`src/rtl/spi_slave_serial.sv`:
```
// rtl/spi_slave_serial.sv - serial SPI slave, all CPOL/CPHA modes, pins oversampled in i_clk domain
//
// Ports:
//   i_clk, i_rst          system clock; synchronous active-low reset
//   i_sclk, i_cs, i_mosi  asynchronous SPI pins from the master (CS active-high)
//   o_miso, o_miso_oe     slave data out and pad output enable
//   i_mode                {CPOL,CPHA}, latched when a frame starts
//   i_tx_data/i_tx_valid/o_tx_ready   one-word TX holding register handshake
//   o_rx_data/o_rx_valid  last received word, 1-cycle valid pulse (no backpressure)
//   o_tx_underrun         1-cycle pulse when TX_IDLE is loaded because the holding register was empty
//   o_busy                frame in progress (SHIFT state)
module spi_slave_serial #(
    parameter int                 NB_BITS   = 8,
    parameter bit                 LSB_FIRST = 1'b0,
    parameter logic [NB_BITS-1:0] TX_IDLE   = {NB_BITS{1'b1}}
) (
    input  logic               i_clk,
    input  logic               i_rst,
    input  logic               i_sclk,
    input  logic               i_cs,
    input  logic               i_mosi,
    output logic               o_miso,
    output logic               o_miso_oe,
    input  logic [1:0]         i_mode,
    input  logic [NB_BITS-1:0] i_tx_data,
    input  logic               i_tx_valid,
    output logic               o_tx_ready,
    output logic [NB_BITS-1:0] o_rx_data,
    output logic               o_rx_valid,
    output logic               o_tx_underrun,
    output logic               o_busy
);

    localparam int CW = $clog2(NB_BITS);
    localparam logic [CW-1:0] LAST_BIT = CW'(NB_BITS - 1);

    typedef enum logic [1:0] {ST_IDLE, ST_LOAD, ST_SHIFT} state_t;

    state_t state, state_n;

    // Pin synchronizers are left out of reset so a reset with CS held high
    // does not look like a fresh CS rising edge afterwards.
    logic [1:0] sclk_sync, cs_sync, mosi_sync;
    logic       sclk_d, cs_d;

    logic               cpol, cpha;
    logic [NB_BITS-1:0] hold_data, shift_reg, rx_shift, rx_next, shifted;
    logic               hold_valid;
    logic [CW-1:0]      bit_cnt;
    logic               first_skip;   // CPHA=1: next shift edge only exposes the freshly loaded bit
    logic               reload_pend;  // CPHA=0: word done, reload on the coming shift edge

    logic sclk_s, cs_s, mosi_s, sclk_rise, sclk_fall, cs_rise;
    logic leading, trailing, sample_act, shift_act, reload, tx_capture;

    always_ff @(posedge i_clk) begin
        sclk_sync <= {sclk_sync[0], i_sclk};
        cs_sync   <= {cs_sync[0], i_cs};
        mosi_sync <= {mosi_sync[0], i_mosi};
        sclk_d    <= sclk_sync[1];
        cs_d      <= cs_sync[1];
    end

    assign sclk_s    = sclk_sync[1];
    assign cs_s      = cs_sync[1];
    assign mosi_s    = mosi_sync[1];
    assign sclk_rise = sclk_s & ~sclk_d;
    assign sclk_fall = ~sclk_s & sclk_d;
    assign cs_rise   = cs_s & ~cs_d;
    assign leading   = cpol ? sclk_fall : sclk_rise;
    assign trailing  = cpol ? sclk_rise : sclk_fall;

    assign tx_capture = i_tx_valid & ~hold_valid;
    assign o_tx_ready = ~hold_valid;

    assign rx_next = LSB_FIRST ? {mosi_s, rx_shift[NB_BITS-1:1]}
                               : {rx_shift[NB_BITS-2:0], mosi_s};
    assign shifted = LSB_FIRST ? {1'b0, shift_reg[NB_BITS-1:1]}
                               : {shift_reg[NB_BITS-2:0], 1'b0};

    always_comb begin
        state_n    = state;
        sample_act = 1'b0;
        shift_act  = 1'b0;
        reload     = 1'b0;
        o_miso     = 1'b0;
        o_miso_oe  = 1'b0;
        o_busy     = 1'b0;
        case (state)
            ST_IDLE: begin
                if (cs_rise) state_n = ST_LOAD;
            end
            ST_LOAD: begin
                reload  = 1'b1;
                state_n = cs_s ? ST_SHIFT : ST_IDLE;
            end
            ST_SHIFT: begin
                o_busy     = 1'b1;
                o_miso_oe  = 1'b1;
                o_miso     = LSB_FIRST ? shift_reg[0] : shift_reg[NB_BITS-1];
                sample_act = cs_s & (cpha ? trailing : leading);
                shift_act  = cs_s & (cpha ? leading : trailing);
                reload     = cpha ? (sample_act && bit_cnt == LAST_BIT)
                                  : (shift_act && reload_pend);
                if (!cs_s) state_n = ST_IDLE;
            end
            default: state_n = ST_IDLE;
        endcase
    end

    always_ff @(posedge i_clk) begin
        if (!i_rst) begin
            state         <= ST_IDLE;
            cpol          <= 1'b0;
            cpha          <= 1'b0;
            hold_data     <= '0;
            hold_valid    <= 1'b0;
            shift_reg     <= '0;
            rx_shift      <= '0;
            bit_cnt       <= '0;
            first_skip    <= 1'b0;
            reload_pend   <= 1'b0;
            o_rx_data     <= '0;
            o_rx_valid    <= 1'b0;
            o_tx_underrun <= 1'b0;
        end else begin
            state         <= state_n;
            o_rx_valid    <= 1'b0;
            o_tx_underrun <= 1'b0;

            if (tx_capture) begin
                hold_data  <= i_tx_data;
                hold_valid <= 1'b1;
            end else if (reload) begin
                hold_valid <= 1'b0;
            end

            if (reload) begin
                shift_reg     <= hold_valid ? hold_data : TX_IDLE;
                o_tx_underrun <= ~hold_valid;
                first_skip    <= cpha;
                reload_pend   <= 1'b0;
            end else if (shift_act) begin
                if (first_skip) first_skip <= 1'b0;
                else            shift_reg  <= shifted;
            end

            case (state)
                ST_IDLE: begin
                    bit_cnt     <= '0;
                    reload_pend <= 1'b0;
                    if (cs_rise) {cpol, cpha} <= i_mode;
                end
                ST_LOAD: begin
                    bit_cnt  <= '0;
                    rx_shift <= '0;
                end
                ST_SHIFT: begin
                    if (sample_act) begin
                        rx_shift <= rx_next;
                        if (bit_cnt == LAST_BIT) begin
                            bit_cnt    <= '0;
                            o_rx_data  <= rx_next;
                            o_rx_valid <= 1'b1;
                            if (!cpha) reload_pend <= 1'b1;
                        end else begin
                            bit_cnt <= bit_cnt + 1'b1;
                        end
                    end
                end
                default: ;
            endcase
        end
    end

endmodule
```
`config.mk`:
```
export PLATFORM = sky130hd
export DESIGN_NAME = spi_slave_serial
export DESIGN_NICKNAME = d
export VERILOG_FILES = /design/src/rtl/spi_slave_serial.sv
export SDC_FILE = /design/constraint.sdc
export NUM_CORES = 1
export LEC_CHECK = 0
export CAP_MARGIN = 20
export CORE_MARGIN = 4
export CORE_UTILIZATION = 43
export DETAILED_ROUTE_END_ITERATION = 12
export GPL_TIMING_DRIVEN = 0
export PLACE_DENSITY = 0.7
export SLEW_MARGIN = 20
export SYNTH_ARGS = -nofsm -noshare
export SYNTH_HDL_FRONTEND = slang
export SYNTH_SLANG_ARGS = --single-unit
```
`constraint.sdc`:
```
create_clock -name i_clk -period 2.08 [get_ports i_clk]
set_input_delay 0.624 -clock i_clk [delete_from_list [all_inputs] [get_ports i_clk]]
set_output_delay 0.624 -clock i_clk [all_outputs]
set_load 0.02 [all_outputs]
```
After elaboration in Yosys (flattened, before gate mapping)

Cells that the tools add are included.

Register bits after elaboration: 51
Output and inout port bits: 14
Logic and storage cells: 85

Add/subtract/negate cells: 1
Equality and inequality tests: 7
Muxes and demuxes: 33
Bitwise logic cells: 10
Reduce and logical (&&, ||, !) cells: 16

Operators with widths:

| kind                                                  | number |
|---|---|
| two-way mux 8 bit                                     | 4 |
| two-way mux 1 bit                                     | 18 |
| case mux 7 bit (2 select lines)                       | 1 |
| AND reduction 2 bit                                   | 6 |
| nonzero test 2 bit                                    | 4 |
| two-way mux 7 bit                                     | 1 |
| AND 1 bit                                             | 6 |
| two-way mux 2 bit                                     | 3 |
| two-way mux 3 bit                                     | 2 |
| inequality test 2 bit, second input constant          | 3 |
| case mux 2 bit (3 select lines)                       | 1 |
| case mux 3 bit (2 select lines)                       | 1 |
| AND reduction 3 bit                                   | 2 |
| NOT 1 bit                                             | 4 |
| case mux 1 bit (2 select lines)                       | 2 |
| adder 3 x 1 -> 3 bit, second input constant           | 1 |
| == test 3 bit, second input constant                  | 1 |
| == test 2 x 1 -> 1 bit, second input constant         | 1 |
| == test 2 bit, second input constant                  | 1 |
| logical AND 1 bit                                     | 2 |
| zero test 2 bit                                       | 1 |
| inequality test 2 x 1 -> 1 bit, second input constant | 1 |
| OR reduction 2 bit                                    | 1 |

Logic depth before layout (Yosys ltp)

Gate-level depths: netlist of the first run.

Depth in word-level cells: 13
Mapped depth: 9
Mapped depth without buffers: 7

Worst setup path before layout of the first run

OpenSTA, ideal clock, no wires.

Path type: reg2reg
Start point: reg state[0]
End point: reg shift_reg[0]
Arrival: 1.893 ns
Path slack: 0.065 ns
Cell stages (with the launch flop): 9
Path buffers: 1
Cells stage by stage: dfxtp_1 > inv_1 > ha_1 > nand4b_1 > mux2i_1 > a221oi_2 > or3b_1 > buf_6 > mux2i_1

Word-level cells in the longest chain between the ends: 4
Elaborated cells between the ends (all ways): 8

Ends and longest elaborated chain:

| item                                                                                         | line | text |
|---|---|---|
| start: declaration                                                                           | 39   | `state_t state, state_n;` |
| start signal: assignment                                                                     | 127  | `state <= state_n;` |
| == test 2 bit / == test 2 x 1 -> 1 bit (equally long branches)                               | 89   | `case (state)` |
| case mux 1 bit (2 select lines) / two-way mux 1 bit (equally long branches)                  | 89   |  |
| inequality test 2 x 1 -> 1 bit (no source line) / nonzero test 2 bit (equally long branches) | --   |  |
| AND reduction 2 bit (no source line)                                                         | --   |  |
| end signal: assignment                                                                       | 139  | `shift_reg <= hold_valid ? hold_data : TX_IDLE;` |
| end signal: assignment                                                                       | 145  | `else shift_reg <= shifted;` |
| end: declaration                                                                             | 47   | `logic [NB_BITS-1:0] hold_data, shift_reg, rx_shift, rx_next, shifted;` |

Several ways; a longest one is shown, not always the timed one.
A chain may end at the register's enable or synchronous reset.

Final worst setup path of the first run

Ends and elaborated chain as after synthesis.

==> summary.md, run 1 <==
| Metric | Value |
|---|---|
| Outcome | `completed` |
| Worst-path clk slew | `0.09 ns` |
| Initial core utilization | `44.7%` |
| FF-to-FF path depth | `8` |
| Fillers | `435` |
| Final #Nets | `276` |
| Crit start category | `flip-flop` |
| Number of clock sinks | `51` |
| Clk buf depth | `2` |
| Setup TNS | `0 ns` |
| Worst slew pin tran | `0.658 ns` |
| Power, Total | `0.00191 W` |
| Maximum vdd drop | `479 uV` |
| Row count | `25` |
| Routed vias/inst | `4.94` |
| Setup-failing EPs final | `0` |
| Critical path type | `flip-flop to flip-flop` |
| Mapped Area | `2140 um^2` |
| Worst flop-to-flop path endpoint | `shift_reg[0]$_SDFFE_PN0P_` |
| GP Congestion | `0.747` |
| Req. time, crit path | `2.27 ns` |
| Sequential element share of the synthesized area | `47.7%` |
| Rel. slew slack | `56.2%` |
| # DRC | `0` |
| Wirelength, routed | `4120 um` |
| R2R Setup Slk | `0.10 ns` |
| Hold path endpoint | `mosi_sync[1]$_DFF_P_` |
| Die Width | `78.5 um` |
| Synth top area cells | `dfxtp_1, mux2i_1, a21boi_0` |
| Critical Path AT | `2.17 ns` |
| Top post-synthesis cells by count | `dfxtp_1, nand2_1, a21boi_0` |
| Min-delay src | `mosi_sync[0]$_DFF_P_` |
| Die H | `78.5 um` |
| Antenna Cells | `0` |
| Top sig layer | `met4` |
| Final Util | `56.1%` |
| Worst r2r src | `state[0]$_SDFFE_PN0P_` |
| Vias in the first global route | `1,575` |
| Final Max Tran Viols | `0` |
| Critical path, cell by cell | `inv_1, ha_4, nand4b_1, mux2i_4, a221oi_4, or3b_1, buf_6, mux2i_1` |
| DR pass1 iterations | `4` |
| Syn Area/Cell | `9.63 um^2` |
| DP Wirelength | `3020 um` |
| P_leak | `0.926 nW` |
| Tmin final | `1.98 ns` |
| Tot GR Track Use | `14.1%` |
| EDFF count, synth | `0` |
| Library cells used by synthesis | `33` |
| GRT overflow | `0` |
| Synth area leader | `dfxtp_1` |
| Fraction of layout cells with a size suffix above 1 | `10.2%` |
| Max stage delay cell, worst path | `or3b_1` |
| Number of routed nets with antenna violations | `0` |
| Placement Cell Area | `2500 um^2` |
| Syn nets | `243` |
| Hold_buf cts | `0` |
| WL/cell | `12.7 um` |
| PD cells | `713 nW/um^2` |
| Hold slack | `0.333 ns` |
| Core Area | `4790 um^2` |
| TritonCTS clock tree | `done` |
| Port Buf Inserts | `28` |
| FMAX | `506 MHz` |
| Yosys warns | `0` |
| Pin count of the biggest net entering global routing | `16` |
| Fraction of registers with async set/reset | `0%` |
| Met3 routed WL | `122 um` |
| DR iter-0 viols | `61` |
| Root buf cell | `clkbuf_8` |
| Hold depth | `0` |
| Max cap viols | `0` |
| DR vias | `1,596` |
| Max incr delay on CP | `0.40 ns` |
| Final period util | `95.1%` |
| Crit. End Element | `flip-flop` |
| Hold Vio Cnt, Final | `0` |
| Synth top area share | `47.7%` |
| Initial antenna violation count | `0` |
| CTS Buf Count | `5` |
| Top FF cell, synth | `dfxtp_1` |
| Met1 wire length | `1960 um` |
| CP Max Fanout | `9` |
| H-tree Lvls | `2` |
| Register bit total from synthesis | `51` |
| Design Area, Final | `2680 um^2` |
| Routed met2 length | `1940 um` |
| Final Skew | `0.00230 ns` |
| Worst-Skew Late Latency | `0.30 ns` |
| Area Overhead vs Synth | `25.5%` |
| Worst hold path class | `flip-flop to flip-flop` |
| # IOs | `30` |
| Die area | `6170 um^2` |
| Post-Synthesis Cells | `222` |
| Cell with the most instances after synthesis | `dfxtp_1` |
| First-pass GRT wire length | `6950 um` |
[layer usage]
layer	track usage (%)	vias to the layer above
li1	-	838
met2	22.8	21
met3	3.90	8
met4	7.17	0
met5	0	-
met1	17.2	729
[kinds of logic (layout without fill, tap and decap cells)]
logic type | Yosys count | count (layout) | share of synthesized area [%]
simple gates | 79 | 79 | 20.0
compound gates | 52 | 52 | 17.6
flops | 51 | 51 | 47.7
buf+inv | 20 | 54 | 4.39
mux | 14 | 14 | 6.55
fa+ha+maj | 5 | 5 | 2.93
xor+xnor | 1 | 1 | 0.761
[placed cells by master, fill, tap and decap left out, types with 2 or more instances in the layout]
master,n
nand3b_1,10
a21oi_1,10
inv_1,4
clkbuf_4,2
o21ai_0,4
buf_1,3
nand2b_1,4
mux2i_1,12
clkbuf_8,6
nor2b_1,15
nor2_1,2
nand2_1,28
o31ai_1,7
a22oi_1,7
clkbuf_1,5
ha_1,4
dfxtp_1,50
buf_4,3
and3_1,2
a21boi_0,15
a32oi_1,3
nand4b_1,2
and2_1,4
clkdlybuf4s50_1,24
nand3_1,9
mux2i_4,2
clkbuf_2,2
[critical path: cells and delay by family (launching register included)]
family                     cells  cell delay (ns)
and+or+nand+nor                2             0.57
muxes                          2             0.34
DFF                            1             0.33
buffers and inverters          2             0.27
adders and majority gates      1             0.21
AOI/OAI and AO/OA              1             0.14
[through the flow]
step	instances	worst slack, ns
after global placement	317	-0.0522
final	323	0.102
after CTS	324	0.0103
after detailed placement	317	-0.108
after global routing	323	-0.000294
after floorplan	222	0.0650
[what timing repair did]
| action | CTS | global route |
|---|---|---|
| endpoints found under the setup margin | 23 | 20 |
| gates resized for setup | 6 | 15 |
| buffers inserted | 0 | 0 |
[report_power, final]
part           switching, W  leakage [nW]  internal [W]
Clock              0.000314        0.0612      0.000389
Sequential        0.0000210         0.416       0.00100
Combinational     0.0000933         0.449     0.0000897
Total              0.000429         0.926       0.00148
[area by class of cell]
type / instances / area [um^2] / share of cell area (%)
Buffer: 14 / 76.3 / 2.85
Clock inverter: 2 / 35.0 / 1.31
Tap cell: 67 / 83.8 / 3.13
Clock buffer: 6 / 82.6 / 3.08
Timing Repair Buffer: 28 / 274 / 10.2
Sequential cell: 51 / 1020 / 38.1
Inverter: 4 / 15.0 / 0.560
Multi-Input combinational cell: 151 / 1090 / 40.8
[worst max-delay path by stage]
stage	from	to	slack (ns)	cells past startpoint
3_3_place_gp	state[0]$_SDFFE_PN0P_	o_miso	-0.05	4
2_1_floorplan	state[0]$_SDFFE_PN0P_	shift_reg[0]$_SDFFE_PN0P_	0.06	8
4_1_cts	hold_valid$_SDFFE_PN0P_	o_tx_ready	0.01	2
5_1_grt	cpha$_SDFFE_PN0P_	o_rx_data[1]$_SDFFE_PN0P_	-0.0003	8
6_report	state[0]$_SDFFE_PN0P_	shift_reg[0]$_SDFFE_PN0P_	0.10	8
3_5_place_dp	state[0]$_SDFFE_PN0P_	hold_valid$_SDFFE_PN0P_	-0.11	7
No activity file was read; power rests on OpenSTA's default activity.
==> inputs of run 2 (changes only) <==
--- a/config.mk
+++ b/config.mk
@@ -5,6 +5,7 @@
 export SDC_FILE = /design/constraint.sdc
 export NUM_CORES = 1
 export LEC_CHECK = 0
+export ABC_CLOCK_PERIOD_IN_PS = 2080
 export CAP_MARGIN = 20
 export CORE_MARGIN = 4
 export CORE_UTILIZATION = 43
==> results of run 2 <==
Same layout as run 1: the final DEF is identical, and so are final timing and power.
==> patch: new RTL, config.mk and constraints of run 1 <==
Register the input `i_mode` before use. The logic sees it one clock later. The other inputs are not delayed to match.
--- a/src/rtl/spi_slave_serial.sv
+++ b/src/rtl/spi_slave_serial.sv
@@ -35,6 +35,12 @@
     localparam logic [CW-1:0] LAST_BIT = CW'(NB_BITS - 1);
 
     typedef enum logic [1:0] {ST_IDLE, ST_LOAD, ST_SHIFT} state_t;
+
+    logic [1:0] i_mode_q;
+
+    always_ff @(posedge i_clk) begin
+        i_mode_q <= i_mode;
+    end
 
     state_t state, state_n;
 
@@ -149,7 +155,7 @@
                 ST_IDLE: begin
                     bit_cnt     <= '0;
                     reload_pend <= 1'b0;
-                    if (cs_rise) {cpol, cpha} <= i_mode;
+                    if (cs_rise) {cpol, cpha} <= i_mode_q;
                 end
                 ST_LOAD: begin
                     bit_cnt  <= '0;
Behaviour: not the same (a bounded check fails within 10 cycles, from zero or initial values and one cycle with i_rst low).
==> patch against run 1 <==
Synthesized area is 3.3% higher. Wire length grew 8.3%. Combinational power is 4% lower. Sequential power rose by 4%. Total power increased by 7.3%. Cell area up 1.5%. Critical path depth shrank 4. Count of clock-buffer cells in the layout down 1. Sequential share of layout area up 0.85 points. First-iteration DRC count grew 100%. Clock skew is 0.0097 ns higher. Die area increased by 2.9%. Sequential cell count grew 2. Setup slack got worse by 0.019 ns.
==> patch: results (changes against run 1) <==
GRT Total Usage 0.151 (was 0.141); Post-synth top cells 53 x dfxtp_1, 39 x nand2_1, 25 x a21oi_1, 13 x nand3_1 (was 51 x dfxtp_1, 28 x nand2_1, 16 x a21boi_0, 15 x nor2b_1, 14 x mux2i_1); synth warn 0 (unchanged); Crit path largest cell delay 0.33 ns (was 0.40 ns); first-pass GRT wire length 7.69 mm (was 6.95 mm); Post-Place Worst Slack -0.0393 ns (was -0.108 ns); DR pass1 iterations 4 (unchanged); final RePlAce weighted congestion 0.844 (was 0.747); post-synth cell types 38 (was 33); post-CTS setup buffer count 0 (unchanged); clk_lat worst skew approximately 0.31 ns; clk_skew 0.0120 ns (was 0.00230 ns); status complete, no violations (unchanged); CP arrival 1.37 ns (was 2.17 ns); Final HPWL DP 3.09 mm (was 3.02 mm); post-CTS sizing 6 (unchanged); Antenna Cells 0 (unchanged); Synth area leaders dfxtp_1 48%, nand2_1 6.6%, a21oi_1 5.7% (was dfxtp_1 48%, mux2i_1 6.6%, a21boi_0 5.6%); post-route setup TNS 0 ns (unchanged); proportion of layout cells with a drive suffix above 1 0.0887 (was 0.102); vias 1830 (was 1596); Logic pwr share 0.085 (was 0.096); largest net degree at the start of global routing 17 (was 16); Synth Area per Inst 8.98 µm² (was 9.63 µm²); clock power share 0.394 (was 0.368); Post-Route WL 4.46 mm (was 4.12 mm); H-tree depth 2 (unchanged); Hold Crit Class reg -> reg (unchanged); post-placement cell area 2570 µm² (was 2500 µm²); Pleak 0.000956 µW (was 0.000926 µW); vias in the first global route 1678 (was 1575); maximum clock rate 501 MHz (was 506 MHz); dpl cells 341 (was 317); Clock Pin Slew Worst Setup and Hold Paths 0.09 ns (about the same); CP max FO 11 (was 9); initial drt markers 125 (was 61); Peak VDD IR 0.385 mV (was 0.479 mV); syn nets 267 (was 243); initial antenna violation count 0 (unchanged); fraction of registers with async set/reset 0 (unchanged); worst hold margin 0.328 ns (was 0.333 ns); CTS Buffer Depth 2 (unchanged); Worst-Margin Slew 0.530 ns (was 0.658 ns); clk root buf clkbuf_8 (unchanged); slowest stage cell, crit path dfxtp_1 (was or3b_1); CTS buffer count 5 (unchanged); seq pwr 1070 µW (was 1030 µW); post-synthesis sequential area ratio 0.480 (was 0.477); detail-routed net length per standard cell 12.8 µm (was 12.7 µm); number of port buffers 28 (unchanged); P_int 1600 µW (was 1480 µW); Final #Nets 302 (was 276)
==> patch: cell count changes after synthesis, sizes merged, moves of 8 or more <==
cell	before	now
o211ai	0	10
nand3b	10	1
nand2	28	39
a21boi	16	0
inv	4	12
nor2b	15	2
a21oi	11	25
==> patch: final timing paths <==
path / from / to / slack [ns] / depth (start not counted)
worst max-delay path: state[0]$_SDFFE_PN0P_ / o_miso_oe / 0.08 / 4
worst min-delay path: sclk_sync[0]$_DFF_P_ / sclk_sync[1]$_DFF_P_ / 0.33 / 0
worst max register to register: cpha$_SDFFE_PN0P_ / shift_reg[6]$_SDFFE_PN0P_ / 0.12 / 5
worst min register to register: sclk_sync[0]$_DFF_P_ / sclk_sync[1]$_DFF_P_ / 0.33 / 0
==> patch: logic make-up (layout without fill, tap and decap cells) <==
family	Yosys count	in the layout	synth area share
AO/OA/AOI/OAI	66	66	0.203
XOR/XNOR	1	1	0.00397
adder cells (fa/ha/maj)	5	5	0.0283
buffers and inverters	30	66	0.0578
flip-flops	53	53	0.480
multiplexers	12	12	0.0578
AND/OR/NAND/NOR	79	79	0.169
==> patch: critical path: cells and delay by family (launching register included) <==
family / cells / cell delay, ns
flip-flops: 1 / 0.33
adder cells (fa/ha/maj): 1 / 0.21
buffers and inverters: 3 / 0.54
==> patch: final cells by class <==
| type | count | area [µm²] |
|---|---|---|
| multi-input cells | 163 | 1040 |
| inverters | 12 | 45.0 |
| clock inverters | 3 | 65.1 |
| fillers | 444 | 2120 |
| well taps | 67 | 83.8 |
| flip-flops and latches | 53 | 1060 |
| clock buffers | 5 | 68.8 |
| repair buffers | 28 | 273 |
| plain buffers | 18 | 86.3 |
==> patch: layer usage <==
metal | global-route usage | wire [µm]
met4 | 0.0773 | 112
met1 | 0.209 | 2290
met2 | 0.224 | 1870
met5 | 0 | 0
met3 | 0.0282 | 178
